### src/rtl/dsd_proc_pkg.sv
// Shared definitions for the lab processor: field layout, address width derivation
// and the load-stage state encoding. Used by load, save and controller stages.
package dsd_proc_pkg;

    localparam int OPCODE_W = 2;

    function automatic int addr_w(input int mem_size);
        return $clog2(mem_size);
    endfunction

    function automatic int instr_w(input int aw);
        return 3 * aw + OPCODE_W;
    endfunction

    // Instruction layout, MSB to LSB: {opcode, src1, src2, dst}
    function automatic int dst_lsb(input int aw);
        return 0 * aw;
    endfunction

    function automatic int src2_lsb(input int aw);
        return aw;
    endfunction

    function automatic int src1_lsb(input int aw);
        return 2 * aw;
    endfunction

    function automatic int opcode_lsb(input int aw);
        return 3 * aw;
    endfunction

    localparam int LD_STATE_W = 3;

    localparam logic [LD_STATE_W-1:0] LD_IDLE   = 3'd0;
    localparam logic [LD_STATE_W-1:0] LD_READ_A = 3'd1;
    localparam logic [LD_STATE_W-1:0] LD_READ_B = 3'd2;
    localparam logic [LD_STATE_W-1:0] LD_CAPT_B = 3'd3;
    localparam logic [LD_STATE_W-1:0] LD_DONE   = 3'd4;

endpackage

### src/rtl/instr_field_decode.sv
// Combinational split of an instruction word into opcode, src1, src2 and dst.
// Shared between the load stage and the controller.
module instr_field_decode
    import dsd_proc_pkg::*;
#(
    parameter int AW = 6
) (
    input  logic [3*AW+OPCODE_W-1:0] i_instr,
    output logic [OPCODE_W-1:0]      o_opcode,
    output logic [AW-1:0]            o_src1,
    output logic [AW-1:0]            o_src2,
    output logic [AW-1:0]            o_dst
);

    localparam int OPC_LSB  = opcode_lsb(AW);
    localparam int SRC1_LSB = src1_lsb(AW);
    localparam int SRC2_LSB = src2_lsb(AW);
    localparam int DST_LSB  = dst_lsb(AW);

    assign o_opcode = i_instr[OPC_LSB  +: OPCODE_W];
    assign o_src1   = i_instr[SRC1_LSB +: AW];
    assign o_src2   = i_instr[SRC2_LSB +: AW];
    assign o_dst    = i_instr[DST_LSB  +: AW];

endmodule

### src/rtl/load_handler.sv
// Operand-fetch stage: reads src1/src2 from synchronous-read data memory and
// pulses ready with both operands. Optional macro: LOAD_SAME_ADDR_BYPASS_EN.
module load_handler
    import dsd_proc_pkg::*;
#(
    parameter int DATA_WIDTH        = 8,
    parameter int DATA_MEMORY_SIZE  = 64,
    parameter int INSTRUCTION_WIDTH = 3 * $clog2(DATA_MEMORY_SIZE) + 2
) (
    input  logic                                clk,
    input  logic                                rst,
    input  logic                                enable,
    input  logic [INSTRUCTION_WIDTH-1:0]        instruction,
    input  logic [DATA_WIDTH-1:0]               mem_data_in,
    output logic [$clog2(DATA_MEMORY_SIZE)-1:0] mem_addr,
    output logic                                mem_rd_en,
    output logic [DATA_WIDTH-1:0]               operand_a,
    output logic [DATA_WIDTH-1:0]               operand_b,
    output logic [1:0]                          opcode_out,
    output logic [$clog2(DATA_MEMORY_SIZE)-1:0] dst_addr_out,
    output logic                                ready
);

    localparam int AW = addr_w(DATA_MEMORY_SIZE);

    logic [OPCODE_W-1:0]   w_opcode;
    logic [AW-1:0]         w_src1;
    logic [AW-1:0]         w_src2;
    logic [AW-1:0]         w_dst;

    logic [LD_STATE_W-1:0] r_state;
    logic [AW-1:0]         r_src2;
    logic [AW-1:0]         r_mem_addr;
    logic                  r_mem_rd_en;
    logic [DATA_WIDTH-1:0] r_operand_a;
    logic [DATA_WIDTH-1:0] r_operand_b;
    logic [OPCODE_W-1:0]   r_opcode;
    logic [AW-1:0]         r_dst;
    logic                  r_ready;
`ifdef LOAD_SAME_ADDR_BYPASS_EN
    logic                  r_same;
`endif

    instr_field_decode #(
        .AW(AW)
    ) u_decode (
        .i_instr (instruction),
        .o_opcode(w_opcode),
        .o_src1  (w_src1),
        .o_src2  (w_src2),
        .o_dst   (w_dst)
    );

    // Memory samples mem_addr at the edge after it is set; data is captured one edge later.
    always_ff @(posedge clk) begin
        if (rst) begin
            r_state     <= LD_IDLE;
            r_src2      <= '0;
            r_mem_addr  <= '0;
            r_mem_rd_en <= 1'b0;
            r_operand_a <= '0;
            r_operand_b <= '0;
            r_opcode    <= '0;
            r_dst       <= '0;
            r_ready     <= 1'b0;
`ifdef LOAD_SAME_ADDR_BYPASS_EN
            r_same      <= 1'b0;
`endif
        end else begin
            case (r_state)
                LD_IDLE: begin
                    r_ready <= 1'b0;
                    if (enable) begin
                        r_opcode    <= w_opcode;
                        r_dst       <= w_dst;
                        r_src2      <= w_src2;
                        r_mem_addr  <= w_src1;
                        r_mem_rd_en <= 1'b1;
`ifdef LOAD_SAME_ADDR_BYPASS_EN
                        r_same      <= (w_src1 == w_src2);
`endif
                        r_state     <= LD_READ_A;
                    end
                end
                LD_READ_A: begin
                    if (!enable) begin
                        r_mem_rd_en <= 1'b0;
                        r_ready     <= 1'b0;
                        r_state     <= LD_IDLE;
`ifdef LOAD_SAME_ADDR_BYPASS_EN
                    end else if (r_same) begin
                        r_mem_rd_en <= 1'b0;
                        r_state     <= LD_CAPT_B;
`endif
                    end else begin
                        r_mem_addr  <= r_src2;
                        r_mem_rd_en <= 1'b1;
                        r_state     <= LD_READ_B;
                    end
                end
                LD_READ_B: begin
                    r_mem_rd_en <= 1'b0;
                    if (!enable) begin
                        r_ready <= 1'b0;
                        r_state <= LD_IDLE;
                    end else begin
                        r_operand_a <= mem_data_in;
                        r_state     <= LD_CAPT_B;
                    end
                end
                LD_CAPT_B: begin
                    r_mem_rd_en <= 1'b0;
                    if (!enable) begin
                        r_ready <= 1'b0;
                        r_state <= LD_IDLE;
                    end else begin
`ifdef LOAD_SAME_ADDR_BYPASS_EN
                        if (r_same) begin
                            r_operand_a <= mem_data_in;
                        end
`endif
                        r_operand_b <= mem_data_in;
                        r_ready     <= 1'b1;
                        r_state     <= LD_DONE;
                    end
                end
                LD_DONE: begin
                    // Parked here while the controller still holds enable, so no re-reads occur.
                    r_ready     <= 1'b0;
                    r_mem_rd_en <= 1'b0;
                    if (!enable) begin
                        r_state <= LD_IDLE;
                    end
                end
                default: begin
                    r_ready     <= 1'b0;
                    r_mem_rd_en <= 1'b0;
                    r_state     <= LD_IDLE;
                end
            endcase
        end
    end

    assign mem_addr     = r_mem_addr;
    assign mem_rd_en    = r_mem_rd_en;
    assign operand_a    = r_operand_a;
    assign operand_b    = r_operand_b;
    assign opcode_out   = r_opcode;
    assign dst_addr_out = r_dst;
    assign ready        = r_ready;

endmodule

### config.mk
export PLATFORM = sky130hd
export DESIGN_NAME = load_handler
export DESIGN_NICKNAME = d
export VERILOG_FILES = /design/src/rtl/dsd_proc_pkg.sv /design/src/rtl/instr_field_decode.sv /design/src/rtl/load_handler.sv
export SDC_FILE = /design/constraint.sdc
export NUM_CORES = 1
export LEC_CHECK = 0
export BUFFER_PORTS_ARGS = -buffer_cell sky130_fd_sc_hd__buf_2
export CORE_MARGIN = 4
export CORE_UTILIZATION = 50
export DETAILED_ROUTE_END_ITERATION = 8
export GPL_ROUTABILITY_DRIVEN = 0
export PLACE_DENSITY = 0.82
export SLEW_MARGIN = 10
export SYNTH_ARGS = -nofsm -noshare
export SYNTH_HDL_FRONTEND = slang
export SYNTH_SLANG_ARGS = --single-unit
### constraint.sdc
create_clock -name clk -period 3.7 [get_ports clk]
set_input_delay 0.185 -clock clk [delete_from_list [all_inputs] [get_ports clk]]
set_output_delay 0.185 -clock clk [all_outputs]
set_load 0.05 [all_outputs]
# Word-level counts from Yosys, hierarchy flattened
# Index checks and enable logic that the tools add are counted.
totals:
  regBits: 41
  inputBits: 31
  output_inout_bits: 32
  elab_cells: 39
classes:
  eq_ne: 8
  muxes: 14
  n_reduce_logical: 8
op_table:
  columns: ["op", "count"]
  rows:
  - ["3-bit case mux with 5 select lines", 1]
  - ["6-bit 2-to-1 mux", 2]
  - ["6-bit case mux with 2 select lines", 1]
  - ["3-bit 2-to-1 mux", 3]
  - ["2-bit != test (second input constant)", 4]
  - ["2-bit AND reduction", 4]
  - ["3-bit by 2-bit equality test with 1-bit output (second input constant)", 2]
  - ["2-bit 2-to-1 mux", 2]
  - ["1-bit case mux with 2 select lines", 2]
  - ["3-bit by 1-bit equality test with 1-bit output (second input constant)", 1]
  - ["3-bit equality test (second input constant)", 1]
  - ["3-bit logical NOT", 1]
  - ["1-bit 2-to-1 mux", 3]
  - ["3-bit AND reduction", 1]
  - ["2-bit nonzero test", 1]
  - ["2-bit OR reduction", 1]

# Depth between registers and ports, before layout
logic_depth:
  depth_word: 3
  depth_mapped: 6
  depth_no_buf: 3

# Modules after synthesis
# From an unflattened synthesis, not the netlist that was laid out.
unflattened:
  hier_cells: 195
  area_unflattened_um2: 1712.9
modules_own_cells:
  columns: ["mod", "instances", "cells_each", "area_per_inst_um2", "seq_area_each_um2"]
  rows:
  - ["load_handler", 1, 175, 1562.7, 820.8]
  - ["instr_field_decode", 1, 20, 150.1, 0.0]

# Least setup slack after synthesis
# No wires, ideal clock.
synth_path:
  kind: "register to register"
  start: "register r_state[0]"
  end: "register r_dst[0], in the netlist dst_addr_out[0]"
  setup_time_ps: 132
  t_arrival_ps: 1281
  setup_slack_ps: 2286
  stages_incl_launch_ff: 7
  period_less_slack_ps: 1414
  cell_sequence: "dfxtp_1 -> buf_6 -> or4b_1 -> buf_2 -> buf_6 -> nand2_1 -> a21oi_1"
synth_between:
  elab_chain_cells: 2
synth_lines:
  columns: ["element", "line_no", "source"]
  rows:
  - ["start, declared", "load_handler.sv:31", "logic [LD_STATE_W-1:0] r_state;"]
  - ["start signal, assigned", "load_handler.sv:57", "r_state <= LD_IDLE;"]
  - ["start signal, assigned", "load_handler.sv:82", "r_state <= LD_READ_A;"]
  - ["start signal, assigned", "load_handler.sv:89", "r_state <= LD_IDLE;"]
  - ["3-bit logical NOT", "load_handler.sv:70", "case (r_state)"]
  - ["2-bit AND reduction (no source line)", null, null]
  - ["end signal, assigned", "load_handler.sv:75", "r_dst <= w_dst;"]
  - ["end, declared", "load_handler.sv:38", "logic [AW-1:0] r_dst;"]
# No other way between the ends.
# A chain may end at the register's enable or synchronous reset.

# Worst setup path in the final report
# Same ends and word-level chain as after synthesis.

==> qor.txt <==
Transition time at the pin with the least slew margin: 0.7461 ns
Total chip power: 0.8972 mW
Clock tree from TritonCTS: done
H-Tree Depth: 2
Mapped Cells: 175
Hold Crit Endpoint: r_src2[4]
Pin count of the biggest net entering global routing: 39
Most used standard cell by instance count after synthesis: sky130_fd_sc_hd__nand2_1
CTS max path bufs: 2
Terminus of the critical flop-to-flop path: dst_addr_out[0]
Diodes inserted: 0
Total routed wirelength: 3296 um
Sinks on the clock net: 41
Share of the cycle needed by the critical path after routing: 47.81%
Fraction of layout instances using a drive strength above 1: 31.90%
Post-synthesis cell type count: 23
Number of buffers inserted by port buffering: 62
Placeable core area: 3028 um2
Total DRC errors in the routed layout: 0
Pwr dens: 460.5 nW/um2
Final setup vio count: 0
Maximum single-stage delay on the critical path: 0.85 ns
Cell breakdown of the critical path: or4b_1 > nand2_1 > a21oi_1
Status: finished clean
Clk network pwr share: 33.2%
Arrival time of the worst setup path: 1.98 ns
Global route total overflow: 0
Die boundary height: 63.91 um
Worst hold margin: 0.06258 ns
Detailed-route via count: 1344
Type of the worst min-delay path: in -> reg
Number of antenna violations at the first check in global routing: 0
Yosys warning total: 0
Slew headroom: 50.19%
Share of Yosys cell area claimed by the top area cell type: 52.52%
Startpoint of the most critical hold path: instruction[10]
Unrepaired setup endpoints after global routing: false
Syn Std Cell Area: 1563 um2
Part of the total power dissipated in combinational logic: 14.0%
Peak Freq: 0.5653 GHz
Total number of nets in the final design: 262
Starting Density: 51.61%
Proportion of power drawn by flip-flops and latches: 52.7%
Hold buffer count at cts: 0
Max VDD drop: 0.3139 mV
Portion of the post-synthesis area used by sequential elements: 52.52%
Kind of end point of the critical path: register
Drt first pass iters: 4
Inst Count DP: 268
Die area: 4084 um2
Biggest area consumer among synthesized cells: sky130_fd_sc_hd__dfxtp_1
Final Hold Violating Endpoints: 0
Aggregate negative setup slack: 0 ns
First-pass GRT wire length: 5554 um
Critical-path cell with the highest stage delay: sky130_fd_sc_hd__or4b_1
Fin Clk Skew: 0.01161 ns
Area delta synth->final: 24.66%
Latest clock arrival within the worst-skew pair: 0.34 ns
Clock input transition at the sequential cells of the worst setup and hold paths: 0.12 ns
Internal power: 0.6612 mW
FF-to-FF path depth: 3
Area contributors post-synth: sky130_fd_sc_hd__dfxtp_1 53%, sky130_fd_sc_hd__nand2_1 11%, sky130_fd_sc_hd__mux2i_1 9.0%
Leakage power of the design: 0.8548 nW
Fraction of synthesis flops using an asynchronous set or reset pin: 0%
Number of vias per cell: 4.870
Post-cts repair resize count: 0
Number of synthesized flops with an enable pin: 0
Placed wire-length estimate: 2398 um
Proportion of total power due to net switching: 26.30%
Finished Core Util: 64.34%
DRC marker count from the first detailed-route iteration: 92
Buffers inserted during post-CTS setup optimization: 0
Boundary Pins: 63
Register-to-register path setup slack: 1.93 ns
Post-synthesis net count: 206
Die width: 63.91 um
Number of standard-cell rows in the floorplan: 20
Clock buffers created by TritonCTS: 5
WS Path Type: reg -> reg
FF-to-FF Start: r_state[0]
Cell depth of the worst min-delay path: 3
Most used flip-flop cell after synthesis: sky130_fd_sc_hd__dfxtp_1
Fin. max-slew vios: 0
Startpoint type of the worst setup path: register
Final routed wire length divided by cell count: 11.94 um
Post-synthesis area per instance: 8.930 um2
Shortest clock period the worst path allows after layout: 1.769 ns
Register bit total from synthesis: 41
Cell at the root of the clock tree: sky130_fd_sc_hd__clkbuf_4
ANT nets after route: 0
Worst EP required: 3.91 ns
Non-Filler Instances: 276
Peak fanout along the critical path: 17
Vias in the first global route: 1204
Leading cell types by count after synthesis: 46 x sky130_fd_sc_hd__nand2_1, 41 x sky130_fd_sc_hd__dfxtp_1, 24 x sky130_fd_sc_hd__a21oi_1
Total Routing Usage GR: 17.29%
Psw: 0.2360 mW
Max-capacitance violation count: 0
## cell families (layout without fill, tap and decap cells)
logic type	after synthesis	after routing	share of synthesized area [%]
DFF	41	41	52.52
muxes	14	14	8.967
buffers and inverters	15	72	5.284
xor gates and xnor gates	1	1	0.5606
AOI/OAI and AO/OA	32	32	11.37
and+or+nand+nor	72	72	21.30
## layout by cell type (no fill, tap or decap)
cell,netlist,layout
sky130_fd_sc_hd__clkbuf_1,5,1
sky130_fd_sc_hd__buf_4,1,1
sky130_fd_sc_hd__mux2i_1,14,14
sky130_fd_sc_hd__buf_2,6,62
sky130_fd_sc_hd__inv_1,1,1
sky130_fd_sc_hd__a21oi_1,24,24
sky130_fd_sc_hd__a211oi_1,7,7
sky130_fd_sc_hd__dfxtp_1,41,41
sky130_fd_sc_hd__nor4_1,1,1
sky130_fd_sc_hd__or4b_1,1,1
sky130_fd_sc_hd__xnor2_1,1,1
sky130_fd_sc_hd__clkbuf_8,0,1
sky130_fd_sc_hd__o21ai_0,1,1
sky130_fd_sc_hd__or2_2,1,1
sky130_fd_sc_hd__and4b_1,1,1
sky130_fd_sc_hd__nor4b_4,1,1
sky130_fd_sc_hd__nand4b_1,1,1
sky130_fd_sc_hd__bufinv_16,0,1
sky130_fd_sc_hd__clkbuf_4,0,5
sky130_fd_sc_hd__nor3b_2,1,1
sky130_fd_sc_hd__nand2b_1,1,1
sky130_fd_sc_hd__nor3_1,2,2
sky130_fd_sc_hd__nand2_1,46,46
sky130_fd_sc_hd__nor2_1,15,15
sky130_fd_sc_hd__nor4bb_2,0,1
## per-stage QoR
| step | worst slack, ns | cell area [um2] |
|---|---|---|
| after global routing | 1.813 | 1948 |
| after floorplan | 2.286 | 1563 |
| after global placement | 1.992 | 1863 |
| final | 1.931 | 1948 |
| after CTS | 1.933 | 1948 |
| after detailed placement | 1.952 | 1863 |
## area by class of cell
class / count / area (um2)
inverters: 1 / 3.754
multi-input cells: 119 / 665.6
repair buffers: 63 / 317.8
well taps: 44 / 55.05
flip-flops and latches: 41 / 820.8
fillers: 267 / 1080
clock buffers: 7 / 55.05
clock inverters: 1 / 30.03
## critical path: cells and delay by family (launching register included)
family	cells	cell delay [ns]
simple gates	2	1.01
flops	1	0.56
compound gates	1	0.07
## registers in the layout, indices dropped and copies added (netlist names)
register	cells
operand_a	8
dst_addr_out	6
r_state	3
mem_addr	6
operand_b	8
r_src2	6
opcode_out	2
mem_rd_en	1
ready	1
## power groups by stage
stage | logic [mW] | clock network (mW) | registers (mW)
2_1_floorplan | 0.0518 | 0 | 0.524
3_3_place_gp | 0.126 | 0 | 0.482
3_5_place_dp | 0.127 | 0 | 0.483
4_1_cts | 0.127 | 0.306 | 0.473
5_1_grt | 0.136 | 0.327 | 0.477
6_report | 0.126 | 0.298 | 0.473
## layer usage
layer / up-vias / part of all wire (%) / track usage [%]
li1: 697 / - / -
met1: 605 / 46 / 22.25
met2: 40 / 47 / 25.94
met3: 2 / 6.4 / 4.745
met4: 0 / 0.82 / 9.704
met5: - / 0 / 0
## how the worst max path moves through the flow
stage | start | end | slack, ns | cells after the start
2_1_floorplan | r_state[0] | dst_addr_out[0] | 2.29 | 6
6_report | r_state[0] | dst_addr_out[0] | 1.93 | 3
3_3_place_gp | r_state[0] | dst_addr_out[1] | 1.99 | 3
5_1_grt | r_state[0] | r_src2[0] | 1.81 | 3
3_5_place_dp | r_state[0] | r_src2[4] | 1.95 | 3
4_1_cts | r_state[0] | operand_b[6] | 1.93 | 3
Power figures use the tool's default switching activity.
